===== config.mk =====
export PLATFORM = sky130hd
export DESIGN_NAME = bmf_h_seq_decoder
export DESIGN_NICKNAME = d
export VERILOG_FILES = /design/src/rtl/bmf_h_seq_decoder.sv
export SDC_FILE = /design/constraint.sdc
export NUM_CORES = 1
export LEC_CHECK = 0
export CORE_ASPECT_RATIO = 0.75
export CORE_MARGIN = 1.5
export CORE_UTILIZATION = 30
export DETAILED_ROUTE_END_ITERATION = 10
export PLACE_DENSITY_LB_ADDON = 0.2
export SETUP_SLACK_MARGIN = 0.5
export SLEW_MARGIN = 25
export SYNTH_ARGS = -nofsm -noshare
export SYNTH_HDL_FRONTEND = slang
export SYNTH_SLANG_ARGS = --single-unit
export TNS_END_PERCENT = 10

===== constraint.sdc =====
create_clock -name clk -period 1.65 [get_ports clk]
set_input_delay 0.33 -clock clk [delete_from_list [all_inputs] [get_ports clk]]
set_output_delay 0.33 -clock clk [all_outputs]
set_load 0.02 [all_outputs]

===== src/rtl/bmf_h_seq_decoder.sv =====
// Sequential decompressor: rebuilds an M-bit output vector as the Boolean product of a
// K-bit latent vector with a run-time loadable basis H, one factor per cycle. Optional macro BMF_H_XOR_EN.
module bmf_h_seq_decoder #(
    parameter int K = 4,
    parameter int M = 5,
    parameter logic [K*M-1:0] H_INIT = 20'h82082,
    localparam int CW = (K > 1) ? $clog2(K) : 1
) (
    input  logic          clk,
    input  logic          rst,
    input  logic          cfg_we,
    input  logic [CW-1:0] cfg_row,
    input  logic [M-1:0]  cfg_data,
    output logic          cfg_busy,
    input  logic          in_valid,
    output logic          in_ready,
    input  logic [K-1:0]  in_k,
    output logic          out_valid,
    input  logic          out_ready,
    output logic [M-1:0]  out_po
);

    typedef enum logic [1:0] {S_IDLE, S_ACCUM, S_DONE} state_t;

    localparam logic [CW-1:0] LAST_IDX = CW'(K - 1);

    state_t        state_q;
    logic [M-1:0]  acc_q;
    logic [M-1:0]  po_q;
    logic [CW-1:0] idx_q;
    logic [K-1:0]  kcap_q;
    logic [M-1:0]  h_rows [K];
    logic [M-1:0]  row_sel;
    logic [M-1:0]  row_mix;
    logic [M-1:0]  acc_d;
    logic          cfg_ok;

    // A write only lands in IDLE without a competing input, so H is frozen while decoding.
    assign cfg_ok = cfg_we && (state_q == S_IDLE) && !in_valid && (int'(cfg_row) < K);

    genvar gi;
    generate
        for (gi = 0; gi < K; gi++) begin : g_row
            logic [M-1:0] row_q;
            always_ff @(posedge clk) begin
                if (rst) begin
                    row_q <= H_INIT[gi*M +: M];
                end else if (cfg_ok && (cfg_row == CW'(gi))) begin
                    row_q <= cfg_data;
                end
            end
            assign h_rows[gi] = row_q;
        end
    endgenerate

    assign row_sel = h_rows[idx_q];

`ifdef BMF_H_XOR_EN
    assign row_mix = acc_q ^ row_sel;
`else
    assign row_mix = acc_q | row_sel;
`endif

    assign acc_d = kcap_q[idx_q] ? row_mix : acc_q;

    always_ff @(posedge clk) begin
        if (rst) begin
            state_q <= S_IDLE;
            acc_q   <= '0;
            po_q    <= '0;
            idx_q   <= '0;
            kcap_q  <= '0;
        end else begin
            case (state_q)
                S_IDLE: begin
                    if (in_valid) begin
                        kcap_q  <= in_k;
                        acc_q   <= '0;
                        idx_q   <= '0;
                        state_q <= S_ACCUM;
                    end
                end
                S_ACCUM: begin
                    acc_q <= acc_d;
                    idx_q <= idx_q + CW'(1);
                    if (idx_q == LAST_IDX) begin
                        // Result is latched separately so out_po holds outside DONE.
                        po_q    <= acc_d;
                        idx_q   <= '0;
                        state_q <= S_DONE;
                    end
                end
                S_DONE: begin
                    if (out_ready) begin
                        state_q <= S_IDLE;
                    end
                end
                default: state_q <= S_IDLE;
            endcase
        end
    end

    assign in_ready  = (state_q == S_IDLE);
    assign cfg_busy  = (state_q != S_IDLE);
    assign out_valid = (state_q == S_DONE);
    assign out_po    = po_q;

endmodule

==> impl_summary.txt <==
----------------------------------------------------
[Outcome]
  Outcome ... finished, final reports clean

[Power and ir drop]
  Sw power ... about 440 uW
  Part of the total power dissipated in the clock network ... 38.4%
  Leakage ... 0.000950 uW
  PD cells ... 842 nW/um^2
  Part of the total power dissipated in combinational logic ... 11.8%
  Switching part of the total power ... 22.8%
  Cell internal pwr ... 1480 uW
  Overall power of the completed layout ... 1920 uW
  Share of power burned in registers ... 49.8%
  Peak supply drop ... about 0.38 mV

[Timing]
  Worst Hold Slack ... 0.470 ns
  Count of endpoints failing setup in the final report ... 0
  Fmax ... 0.655 GHz
  Time the final worst path needs with I/O delays and setup ... 1.53 ns
  Share of the clock period used by the worst path ... 92.5%
  Final number of max-transition violations ... 0
  Actual transition at the worst max-transition pin ... ~0.32 ns
  Final hold viol count ... 0
  Slew Limit Headroom ... about four fifths
  Setup clock skew after layout ... 0.00495 ns
  Setup repair after global routing missed its margin ... yes

[Worst setup path]
  Critical path cell sequence ... buf_4 -> or3b_2 -> o22ai_4 -> a22oi_1 -> nor2_1
  Crit path kind ... reg2reg
  Endpoint kind of the worst setup timing path ... flip-flop
  Arrival time at the worst endpoint ... ~1.8 ns
  CP max-delay cell ... or3b_2
  Longest individual stage delay on the worst path ... ~0.51 ns
  Worst-path maximum fanout ... 7
  CP startpoint ... idx_q[0]
  Critical R2R Launch ... idx_q[0]
  Required @ worst endpoint ... approximately 1.9 ns
  Worst setup SP type ... flip-flop

[Clocking]
  TritonCTS buffer count ... 5
  Worst-case clock buffer depth ... 2
  Clock transition at the register clock pins on the worst setup and hold paths after CTS ... 0.07 ns
  TritonCTS clock tree ... built
  Insertion delay of the later-clocked pin in the worst-skew pair ... 0.28 ns
  Htree depth ... 2
  Root buffer cell ... clkbuf_8
  Clock sink total ... 38

[Floorplanning]
  Site Rows ... 22
  Placeable Area ... 5010 um^2
  Height of the die ... about 66 um
  Top Ports ... 24
  Die extent in x ... 87.2 um
  Starting density of the core ... a little under a third
  Die Outline Area ... 5770 um^2

[Global route]
  All-layer global routing usage ... between 10% and 20%
  Wire length of the first global-routing pass ... just under 6000 um
  Initial antenna violation count ... 0
  Largest net degree at the start of global routing ... 39
  Vias in the first global route ... 1,167
  GRT overflow ... 0

[Logic synthesis]
  Synth Register Bits ... 38
  Synthesis Warnings ... 0
  Gate Count Post-Synth ... 158
  Mean cell area of the mapped netlist ... about 10 um^2
  Most repeated cell in the gate-level netlist after synthesis ... dfxtp_1
  Post-Synthesis Net Count ... 175
  Synth area leaders ... dfxtp_1, mux2i_1, nor2_1, mux4_2, a211oi_1
  Register area share after synthesis ... 47.7%
  Top cell type's share of synthesized area ... 47.7%
  EDFF count, synth ... 0
  Asr flop ratio synth ... 0%
  Ranking of synthesized cells by instance count ... dfxtp_1, nor2_1, mux2i_1
  Cell type with the highest aggregate area in the netlist ... dfxtp_1
  Most common flop cell mapped by yosys ... dfxtp_1
  Count of distinct cell types in the synthesized netlist ... 26
  Post-Synthesis Cell Area ... 1600 um^2

[Final layout]
  Layout Area Growth over Synthesis ... 42.9%
  Total number of nets in the final design ... 221
  Fraction of final layout cells sized beyond drive strength 1 ... 25.9%
  Layout Utilization ... around 46%
  Number of inserted diodes ... 0

[Placement]
  Final GP Congestion ... 0.779
  Port Buffers ... 23
  HPWL Detailed ... 2620 um

[Routing]
  Number of vias per cell after detailed routing ... 4.66
  Detail Route Antenna Nets ... 0
  Initial DRC count ... 44
  Wire per inst ... 13.2 um
  Final routed wirelength across all metal layers ... 3660 um
  Vias post-DR ... approximately 1,300
  Detailed-router iteration count before antenna repair ... 4
  Total DRC errors in the routed layout ... 0

[Hold path]
  Launch point of the worst hold path ... g_row[3].row_q[4]
  Hold/Removal Path Class ... reg2reg

[Job]
  Max Cap Violations ... 0

----------------------------------------------------
path summary, 6_finish.rpt:
path	to	depth (start not counted)	slack, ns
min	g_row[3].row_q[4]	1	0.47
min reg2reg	g_row[3].row_q[4]	1	0.47
max reg2reg	acc_q[3]	5	0.12
max	acc_q[3]	5	0.12
logic make-up (layout without fill, tap and decap cells):
logic type | count (synthesis) | in the layout | share of synthesized area (%)
AND/OR/NAND/NOR | 59 | 59 | 18.7
flip-flops | 38 | 38 | 47.7
buffers and inverters | 12 | 59 | 3.06
multiplexers | 24 | 24 | 19.0
adder cells (fa/ha/maj) | 1 | 1 | 0.784
AO/OA/AOI/OAI | 24 | 24 | 10.8
area by class of cell:
class                      instances  area (um^2)
fill                             514         2730
multi-input combinational        108          855
sequential                        38          772
timing repair buffer              47          438
clock buffer                       8          110
tap                               72         90.1
inverter                           4         15.0
repair_timing:
action                                  CTS  global route
hold buffers                              0             0
setup buffers                             2             3
endpoints found under the setup margin   46            45
resized for setup                        37             1
pin swaps                                 3             4
sequential cells by signal, indices dropped and copies added (netlist names):
name and count:
idx_q 2, g_row.row_q 20, acc_q 5, state_q 2, out_po 5, kcap_q 4
power groups by stage:
| stage | Combinational [uW] | Clock, uW | Sequential [uW] |
|---|---|---|---|
| floorplan | 122 | 0 | 966 |
| global placement | 201 | 0 | 978 |
| detailed placement | 203 | 0 | 979 |
| CTS | 219 | 765 | 958 |
| global route | 242 | 797 | 959 |
| finish | 226 | 737 | 956 |
critical path, delay by kind of cell (launching register included):
family	cells	cell delay [ns]
AO/OA/AOI/OAI	2	0.31
AND/OR/NAND/NOR	2	0.60
flip-flops	1	0.39
buffers and inverters	1	0.17
per-layer routing:
layer  vias to the layer above  share of wire [%]  global-route usage [%]
li1                        652                  -                       -
met1                       612                 48                    18.4
met2                        26                 46                    21.5
met3                         2                5.2                    3.75
met4                         0               0.33                    3.57
met5                         -                  0                       0
placed cells by master (no fill, tap or decap):
master           synthesis  routed
dfxtp_1                 38      35
nor2_1                  32      31
buf_4                    0      20
mux2i_1                 19      16
clkdlybuf4s50_1          0      13
clkbuf_8                 0       8
dlygate4sd2_1            0       7
nand2_1                  6       6
a22oi_1                  6       6
mux4_2                   5       5
nand3_1                  5       5
a21oi_1                  5       5
nor3_1                   5       5
inv_1                    4       4
a211o_1                  4       4
a211oi_1                 6       4
buf_6                    0       4
nor2b_1                  3       3
nand3b_1                 3       3
mux2i_4                  0       3
dfxtp_4                  0       3
a211oi_2                 0       2
buf_12                   0       2
nor2_4                   0       1
nor4b_4                  1       1
nor3b_4                  1       1
or3b_2                   1       1
o22ai_4                  0       1
nand2b_1                 1       1
and2_1                   1       1
o21bai_1                 1       1
a2bb2oi_1                1       1
ha_1                     1       1
clkdlybuf4s15_2          0       1
per-stage QoR:
stage	worst slack [ns]	setup TNS, ns	instance area (um^2)	std cells
floorplan	0.0954	0	1640	158
global placement	-0.294	-4.66	2070	264
detailed placement	-0.324	-5.32	2070	264
CTS	0.112	0	2250	274
global route	0.0262	0	2280	277
finish	0.123	0	2280	277
Note: power is estimated with default switching activity, not from simulation.
